===== config.mk =====
export PLATFORM = sky130hd
export DESIGN_NAME = wb_cmd_master
export DESIGN_NICKNAME = d
export VERILOG_FILES = /design/src/rtl/wb_cmd_master.sv
export SDC_FILE = /design/constraint.sdc
export NUM_CORES = 1
export LEC_CHECK = 0
export CORE_MARGIN = 2
export CORE_UTILIZATION = 30
export CTS_CLUSTER_DIAMETER = 50
export CTS_CLUSTER_SIZE = 16
export DETAILED_ROUTE_END_ITERATION = 7
export GPL_ROUTABILITY_DRIVEN = 0
export MAX_ROUTING_LAYER = met4
export PLACE_DENSITY = 0.72
export SLEW_MARGIN = 20
export SYNTH_ARGS = -nofsm -noshare
export SYNTH_HDL_FRONTEND = slang
export SYNTH_SLANG_ARGS = --single-unit

===== constraint.sdc =====
create_clock -name i_clk -period 1.95 [get_ports i_clk]
set_input_delay 0.2925 -clock i_clk [delete_from_list [all_inputs] [get_ports i_clk]]
set_output_delay 0.2925 -clock i_clk [all_outputs]
set_load 0.01 [all_outputs]

===== src/rtl/wb_cmd_master.sv =====
// wb_cmd_master: turns single read/write commands into pipelined Wishbone cycles.
//
// One transaction is outstanding at a time. A command accepted in IDLE is
// latched onto the bus signals, the strobe is held until the slave stops
// stalling, and the cycle ends on ack, err or timeout. The result is presented
// on the response port until consumed.
//
// Ports:
//   i_clk, i_reset_n          clock, synchronous active-low reset
//   i_cmd_valid/o_cmd_ready   command handshake (ready only in IDLE)
//   i_cmd_we/addr/data        command fields
//   o_rsp_valid/i_rsp_ready   response handshake
//   o_rsp_data/o_rsp_err      read data (0 for writes/errors), error flag
//   o_wb_*                    Wishbone master outputs (cyc, stb, we, addr, data)
//   i_wb_stall/ack/err/data   Wishbone slave inputs
module wb_cmd_master #(
  parameter int unsigned AW = 1,
  parameter int unsigned DW = 32,
  parameter int unsigned TW = 4
) (
  input  logic          i_clk,
  input  logic          i_reset_n,
  input  logic          i_cmd_valid,
  output logic          o_cmd_ready,
  input  logic          i_cmd_we,
  input  logic [AW-1:0] i_cmd_addr,
  input  logic [DW-1:0] i_cmd_data,
  output logic          o_rsp_valid,
  input  logic          i_rsp_ready,
  output logic [DW-1:0] o_rsp_data,
  output logic          o_rsp_err,
  output logic          o_wb_cyc,
  output logic          o_wb_stb,
  output logic          o_wb_we,
  output logic [AW-1:0] o_wb_addr,
  output logic [DW-1:0] o_wb_data,
  input  logic          i_wb_stall,
  input  logic          i_wb_ack,
  input  logic          i_wb_err,
  input  logic [DW-1:0] i_wb_data
);

  typedef enum logic [1:0] {StIdle, StReq, StWait, StResp} state_e;

  localparam logic [TW-1:0] CntLimit = '1;

  state_e        r_state;
  state_e        w_state_next;
  logic [TW-1:0] r_cnt;
  logic [TW-1:0] w_cnt_inc;
  logic          r_we;
  logic [AW-1:0] r_addr;
  logic [DW-1:0] r_data;
  logic          r_rsp_err;
  logic [DW-1:0] r_rsp_data;
  logic          w_accept;
  logic          w_bus_ack;
  logic          w_bus_err;
  logic          w_timeout;

  // Next state and decoded outputs.
  always_comb begin
    w_state_next = r_state;
    w_accept     = 1'b0;
    w_bus_ack    = 1'b0;
    w_bus_err    = 1'b0;
    w_timeout    = 1'b0;
    w_cnt_inc    = r_cnt + TW'(1);
    o_cmd_ready  = 1'b0;
    o_wb_cyc     = 1'b0;
    o_wb_stb     = 1'b0;
    o_rsp_valid  = 1'b0;
    unique case (r_state)
      StIdle: begin
        o_cmd_ready = 1'b1;
        if (i_cmd_valid) begin
          w_accept     = 1'b1;
          w_state_next = StReq;
        end
      end
      StReq, StWait: begin
        o_wb_cyc  = 1'b1;
        o_wb_stb  = (r_state == StReq);
        // err wins over ack; either wins over a timeout in the same cycle.
        w_bus_err = i_wb_err;
        w_bus_ack = i_wb_ack && !i_wb_err;
        // The counter value after this cycle's increment is compared, so the
        // cycle ends after exactly CntLimit cycles with cyc high.
        w_timeout = !i_wb_ack && !i_wb_err && (w_cnt_inc == CntLimit);
        if (w_bus_err || w_bus_ack || w_timeout) begin
          w_state_next = StResp;
        end else if ((r_state == StReq) && !i_wb_stall) begin
          w_state_next = StWait;
        end
      end
      StResp: begin
        o_rsp_valid = 1'b1;
        if (i_rsp_ready) begin
          w_state_next = StIdle;
        end
      end
      default: w_state_next = StIdle;
    endcase
  end

  always_ff @(posedge i_clk) begin
    if (!i_reset_n) begin
      r_state <= StIdle;
    end else begin
      r_state <= w_state_next;
    end
  end

  // Bus fields only load on accept, so they are frozen for the whole cycle.
  always_ff @(posedge i_clk) begin
    if (!i_reset_n) begin
      r_we       <= 1'b0;
      r_addr     <= '0;
      r_data     <= '0;
      r_cnt      <= '0;
      r_rsp_err  <= 1'b0;
      r_rsp_data <= '0;
    end else begin
      if (w_accept) begin
        r_we   <= i_cmd_we;
        r_addr <= i_cmd_addr;
        r_data <= i_cmd_data;
        r_cnt  <= '0;
      end else if (o_wb_cyc) begin
        r_cnt <= w_cnt_inc;
      end
      if (w_bus_ack) begin
        r_rsp_err  <= 1'b0;
        r_rsp_data <= r_we ? '0 : i_wb_data;
      end else if (w_bus_err || w_timeout) begin
        r_rsp_err  <= 1'b1;
        r_rsp_data <= '0;
      end
    end
  end

  assign o_wb_we    = r_we;
  assign o_wb_addr  = r_addr;
  assign o_wb_data  = r_data;
  assign o_rsp_data = r_rsp_data;
  assign o_rsp_err  = r_rsp_err;

endmodule


# Word level (Yosys, flattened, before mapping)
# Index checks and enable logic that the tools add are counted.
# classes
n_addsub	1
eq_ne	7
n_mux	17
bitwise_logic	1
n_reduce_logical	16
# op_table
op	count
$mux 32	3
$mux 1	9
$mux 2	4
$pmux 2 s3	1
$reduce_or 2->1	3
$add 4x1->4 const B	1
$eq 2x2->1 const B	2
$eq 4x4->1 const B	1
$logic_and 1x1->1	4
$ne 2x2->1 const B	2
$logic_not 1->1	3
$logic_or 1x1->1	3
$ne 3x3->1 const B	1
$reduce_and 3->1	1
$eq 2x1->1 const B	1
$logic_not 2->1	1
$reduce_bool 2->1	1
$not 1->1	1
# totals
register_bits	73
elab_cells	49

# Logic depth before layout (Yosys ltp)
# Gate-level depths: netlist of the first run.
# logic_depth
depth_word	7
ltp_mapped	7
mapped_depth_nobuf	6

# Least setup slack after synthesis of the first run
# OpenSTA, ideal clock, no wires.
# synth_timing
kind	register to register
start	reg r_state[0]
end	reg r_rsp_data[31], in the netlist o_rsp_data[31]
setup_time_ns	0.121
arrival_ns	1.519
required_ns	1.829
setup_slack_ns	0.310
stages_incl_launch_ff	8
n_path_buf	2
cell_sequence	dfxtp_1 inv_1 ha_1 buf_2 inv_1 clkbuf_1 a32oi_1 o21ai_2
# synth_between
elab_chain_cells	5
# synth_lines
element	line_no	source
start, declared	47	state_e r_state;
start signal, assigned	108	r_state <= StIdle;
start signal, assigned	110	r_state <= w_state_next;
$eq 2x1->1 or $eq 2x2->1 (tied branches)	73	unique case (r_state)
$reduce_or 2->1 (*)	73	
$mux 1	73	
$logic_or 1x1->1	135	end else if (w_bus_err || w_timeout) begin
$reduce_bool 2->1 (no source line)	--	
end signal, assigned	134	r_rsp_data <= r_we ? '0 : i_wb_data;
end, declared	55	logic [DW-1:0] r_rsp_data;
# Every way passes the cells marked *; elsewhere a longest branch is shown, timed or not.
# A chain may end at the register's enable or synchronous reset.

# Worst setup path in the final report of the first run
# layout_timing
start	reg r_state[1]
end	out o_cmd_ready
# layout_between
elab_chain_cells	2
# layout_lines
element	line_no	source
$logic_not 2->1	73	
$mux 1	73	
end, declared	24	output logic o_cmd_ready,
# No other way between the ends.

==> results of run 1 <==
-- stage by stage --
stage	total power, µW	instance area [µm²]	utilization (%)	hold WS, ns
after floorplan	2990	3100	-	0.411
after global placement	3950	4700	46.1	0.450
after detailed placement	4010	4700	46.1	0.455
after CTS	5330	4930	48.4	0.465
after global routing	5620	4930	48.4	0.490
final	5240	4930	48.4	0.461
-- logic make-up after synthesis --
family | Yosys count
compound gates | 110
xor+xnor | 3
fa+ha+maj | 5
buf+inv | 34
flops | 73
mux | 2
simple gates | 119
-- how the worst max path moves through the flow --
stage / slack (ns) / to
2_1_floorplan: 0.31 / o_rsp_data[31]$_SDFFE_PN0P_
3_3_place_gp: 0.26 / o_rsp_data[27]$_SDFFE_PN0P_
4_1_cts: 0.06 / o_wb_stb
6_report: 0.13 / o_cmd_ready
5_1_grt: 0.04 / o_cmd_ready
3_5_place_dp: 0.15 / o_rsp_data[30]$_SDFFE_PN0P_
-- sequential cells by signal (all words and copies together), names as in the netlist --
register	count
o_rsp_err	1
r_cnt	4
o_wb_addr	1
o_wb_we	1
o_wb_data	32
r_state	2
o_rsp_data	32
-- per-layer routing --
| metal | routed length [µm] | track usage, % |
|---|---|---|
| met1 | 3690 | 19.3 |
| met2 | 4380 | 27.1 |
| met3 | 346 | 3.03 |
| met4 | 139 | 6.77 |
| met5 | 0 | - |
-- cells in the final DEF, fill, tap and decap left out, types with 5 or more instances in the layout --
cell and n:
clkdlybuf4s50_1 140, nand2_1 106, dfxtp_1 73, a21boi_0 35
a32oi_1 32, o21ai_2 24, clkbuf_8 12, o21ai_1 7
inv_1 6, nor2_1 5, buf_12 5
-- final cells by class --
| type | instances | area share, % |
|---|---|---|
| clock inverters | 4 | 1.02 |
| multi-input cells | 239 | 30.5 |
| clock buffers | 12 | 3.35 |
| well taps | 136 | 3.45 |
| flip-flops and latches | 73 | 29.7 |
| repair buffers | 152 | 31.6 |
| inverters | 6 | 0.457 |
-- power groups by stage --
stage                     clock network, µW  logic, µW  registers, µW
after global routing                   1370       2280           1970
after CTS                              1320       2090           1930
after floorplan                           0        949           2040
final                                  1260       2050           1930
after global placement                    0       2000           1950
after detailed placement                  0       2050           1970
-- critical path, cell delays in order (launching register included) --
cell and delay [ns]:
dfxtp_1 0.32, inv_1 0.14, ha_4 0.17, clkdlybuf4s50_1 0.56
-- repair_timing --
item | CTS | global route
gates resized for setup | 3 | 1
setup endpoints to repair | 1 | 1
pin swaps | 0 | 0
==> flow_summary.toml, run 1 <==
[run_status]
status = "finished, final reports clean"

[hold_path]
hold_class = "flip-flop to flip-flop"
hold_end = "o_wb_data[5]$_SDFFE_PN0P_"
worstHoldStart = "o_wb_data[5]$_SDFFE_PN0P_"
whs_path_depth = 2

[global_routing]
grt_use_total_pct = 16.3
antenna_found_initial = 0
grt-ovfl-total = 0
grt_pass1_vias = 2910
grt_max_degree = 76
grt_pass1_wl_um = 14300

[power_and_ir_drop]
p_clk_share_pct = 24.0
internal_power_uw = 3470
seqPwrFrac_pct = 36.9
p_per_area_nw_per_um2 = 1060
pwr-share-comb_pct = 39.2
p_sw_share_pct = 33.9
irDropWorstVdd_uv = 556
cellLeakagePower_uw = 0.00172
p_switching_uw = 1780

[sta]
rsz0062_at_grt = "no"
setup_violations = 0
fmax_mhz = 551
tightest_slew_ns = 0.416
finalHoldViolations = 0
slew_headroom_pct = 72.1
worst_slack_ns = 0.134
setup_tns_ns = 0
drv_slew = 0
fin_crit_sh_pct = 93.1
finClkSkew_ns = 0.00840
period_needed_ns = 1.82

[drt]
wl_per_cell_um = 13.8
routed_wl_um = 8560
drt_first_pass_iters = 4
vias = 3011
via_per_inst = 4.84
drt_iter0_markers = 130
postRouteAntennaNets = 0
drc = 0

[synth]
yosysTopAreaCell = "dfxtp_1"
synthSimpleGateAreaFrac_pct = 15.5
synthFlopType = "dfxtp_1"
synth.most_common_cell = "nand2_1"
synth_area_leaders = "dfxtp_1 (47%), nand2_1 (13%), a32oi_1 (9.1%)"
synth_xor_area_share_pct = 0.848
synth_seq_cells = 73
syn_inst = 346
synth_edf_count = 0
yosys_warnings = 0
syn_area_um2 = 3100
syn_nets = 424
synth_top_family_by_area = "compound AO/OA/AOI/OAI gates"
async_reset_ff_share_pct = 0
synth.distinct_cells = 32
synth_top_area_share_pct = 47.2
synthTopCellsByCount = "nand2_1 (106), dfxtp_1 (73), a21boi_0 (35)"
synth_compound_area_share_pct = 28.6
synth.avg_cell_area_um2 = 8.95
yosysSeqAreaShare_pct = 47.2
synth_mux_area_share_pct = 0.646
synth-adder-area-share_pct = 2.02

[placed_design]
pre_cts_slack_ns = 0.152
numPlacedInstances = 606
dp_hpwl_um = 6080
io_buffers = 143

[finish]
nNetsFinal = 559
diodes = 0
syn2layout_area_growth_pct = 59.2
drive_gt1_share_pct = 11.3
multi_input_area_um2 = 1500
regArea_um2 = 1460
fillers = 992
fin_cells = 622

[critical_path]
worst_r2r_startpoint = "r_cnt[0]$_SDFFE_PP0N_"
ff2ff_path_depth = 6
critPathArrivalTime_ns = 1.52
worst_setup_path_start_kind = "flip-flop"
cp-end-kind = "output pin"
reg2reg_slack_ns = 0.23
r2r-end = "o_rsp_data[27]$_SDFFE_PN0P_"
worstSetupPathType = "flip-flop to output pin"
cp_max_fo = 4
cp-startpoint = "r_state[1]$_SDFFE_PN0P_"
critPathRequiredTime_ns = 1.66

[run]
cap_violations = 0

[die]
die-area_um2 = 11200
ios = 144
die_h_um = 106
core_area_um2 = 10200
start_util_pct = 30.4
rows = 37
die_w_um = 106

[clocking]
root_buffer = "clkbuf_8"
insertion_delay_ns = 0.34
postCtsSetupRepairBufs = 0
cts_hold_buffers = 0
htree_levels = 3
cts_made_buffers = 9
path_clk_slew_ns = 0.07
cts.sinks = 73
cts_tree = "done"
clock_path_buffers = 2
Note: power is estimated with default switching activity, not from simulation.
==> run 2: changes to the inputs <==
Settings changed: CORE_ASPECT_RATIO set to 1.1, CORE_MARGIN 2 to 3.
==> run 2 against run 1 <==
  * Die area is 3.8% higher
  * Clock power is 10% higher
  * Hold slack worse by 0.080 ns
  * Wire length is 2.3% higher
==> flow_summary.toml, run 2 (same netlist as run 1, synthesis figures left out) <==
[placed_design]
io_buffers = 143
dp_hpwl_um = 6260

[die]
die-area_um2 = 11600
core_area_um2 = 9980
ios = 144
die_w_um = 103
die_h_um = 113
start_util_pct = 31.0
rows = 38

[critical_path]
critPathRequiredTime_ns = 1.66
worst_setup_path_start_kind = "flip-flop"
reg2reg_slack_ns = 0.19
worstSetupPathType = "flip-flop to output pin"
cp-end-kind = "output pin"
cp_max_fo = 4
critPathArrivalTime_ns = 1.56
worst_r2r_startpoint = "r_state[0]$_SDFFE_PN0P_"
ff2ff_path_depth = 7
r2r-end = "o_rsp_data[4]$_SDFFE_PN0P_"

[sta]
tightest_slew_ns = 0.359
period_needed_ns = 1.85
setup_tns_ns = 0
setup_violations = 0
finClkSkew_ns = 0.00932
fin_crit_sh_pct = 95.0
rsz0062_at_grt = "no"
drv_slew = 0
fmax_mhz = 540
finalHoldViolations = 0
slew_headroom_pct = 76.1

[power_and_ir_drop]
internal_power_uw = 3550
pwr-share-comb_pct = 38.1
p_clk_share_pct = 25.9
irDropWorstVdd_uv = 589
seqPwrFrac_pct = 36.0
p_per_area_nw_per_um2 = 1090
cellLeakagePower_uw = 0.00172
p_sw_share_pct = 33.8
p_switching_uw = 1810

[drt]
drt_first_pass_iters = 4
drc = 0
routed_wl_um = 8760
wl_per_cell_um = 14.5
drt_iter0_markers = 94
postRouteAntennaNets = 0
vias = 2976
via_per_inst = 4.91

[finish]
fillers = 960
regArea_um2 = 1460
multi_input_area_um2 = 1490
nNetsFinal = 559
layout_common_cells = "clkdlybuf4s50_1 (141), nand2_1 (106), dfxtp_1 (73), a21boi_0 (35), a32oi_1 (32)"
final_util_pct = 49.2
syn2layout_area_growth_pct = 58.8
drive_gt1_share_pct = 11.3
diodes = 0
final_common_cell = "clkdlybuf4s50_1"

[hold_path]
hold_class = "primary input to flip-flop"
hold_end = "o_rsp_data[27]$_SDFFE_PN0P_"
worstHoldStart = "i_reset_n"
whs_path_depth = 3

[clocking]
cts.sinks = 73
postCtsSetupRepairBufs = 0
path_clk_slew_ns = 0.08
cts_tree = "done"
cts_made_buffers = 9
cts_hold_buffers = 0
htree_levels = 3
clock_path_buffers = 2
insertion_delay_ns = 0.34
root_buffer = "clkbuf_8"

[global_routing]
antenna_found_initial = 0
grt-ovfl-total = 0
grt_max_degree = 54
grt_pass1_vias = 2938
grt_pass1_wl_um = 14300
grt_use_total_pct = 15.8

[run_status]
status = "finished, final reports clean"

[run]
cap_violations = 0
==> run 2: changes by cell type in the layout (fill, tap and decap cells not counted), sizes merged <==
| cell | previous run | this run |
|---|---|---|
| inv | 6 | 8 |
| clkinvlp | 2 | 1 |
| clkinv | 1 | 0 |
| dlymetal6s2s | 1 | 0 |
| clkdlybuf4s50 | 140 | 141 |
| bufinv | 1 | 2 |
| clkbuf | 12 | 11 |
==> run 2: what timing repair did <==
item / CTS / global route
gates resized for setup: 2 / 0
setup endpoints to repair: 1 / 0
hold endpoints to repair: 0 / 0
==> run 2: routing by layer <==
layer	GRT usage, %	share of wire, %	up-vias
li1	-	-	1486
met1	19.0	42	1390
met2	25.9	51	89
met3	4.16	6.0	11
met4	4.58	1.3	0
met5	-	0	-
==> run 2: how the worst max path moves through the flow <==
stage	start	endpoint	slack (ns)	cells after the start
floorplan	r_state[0]$_SDFFE_PN0P_	o_rsp_data[31]$_SDFFE_PN0P_	0.31	7
finish	r_state[0]$_SDFFE_PN0P_	o_rsp_valid	0.1	2
detailed placement	r_state[0]$_SDFFE_PN0P_	o_rsp_data[4]$_SDFFE_PN0P_	0.17	7
CTS	r_state[0]$_SDFFE_PN0P_	o_rsp_valid	0.08	2
global route	r_state[0]$_SDFFE_PN0P_	o_rsp_valid	0.009	2
global placement	r_state[0]$_SDFFE_PN0P_	o_rsp_data[31]$_SDFFE_PN0P_	0.27	7
==> run 2: critical path, cell delays in order, from the launching register on <==
cell             delay, ns
dfxtp_1               0.39
ha_1                  0.24
clkdlybuf4s50_1       0.60
==> run 2: area by class of cell <==
| cell class | instances | area share [%] |
|---|---|---|
| repair buffers | 152 | 31.6 |
| multi-input cells | 239 | 30.3 |
| flip-flops and latches | 73 | 29.7 |
| clock buffers | 11 | 3.08 |
| well taps | 120 | 3.05 |
| clock inverters | 5 | 1.73 |
| inverters | 6 | 0.458 |
==> run 2: stage by stage <==
| step | area [µm²] | hold WS (ns) | setup slack, ns | power [µW] | cells |
|---|---|---|---|---|---|
| finish | 4920 | 0.381 | 0.0978 | 5360 | 606 |
| global route | 4920 | 0.384 | 0.00883 | 5730 | 606 |
| CTS | 4920 | 0.368 | 0.0769 | 5450 | 606 |
| detailed placement | 4680 | 0.455 | 0.166 | 4030 | 590 |
| global placement | 4680 | 0.449 | 0.273 | 3950 | 590 |
| floorplan | 3100 | 0.411 | 0.310 | 2990 | 346 |
==> run 2: power by group through the flow <==
stage | registers [µW] | clock network [µW] | logic, µW
6_report | 1930 | 1390 | 2040
5_1_grt | 1970 | 1510 | 2260
4_1_cts | 1930 | 1450 | 2070
3_5_place_dp | 1960 | 0 | 2070
3_3_place_gp | 1950 | 0 | 2010
2_1_floorplan | 2040 | 0 | 949
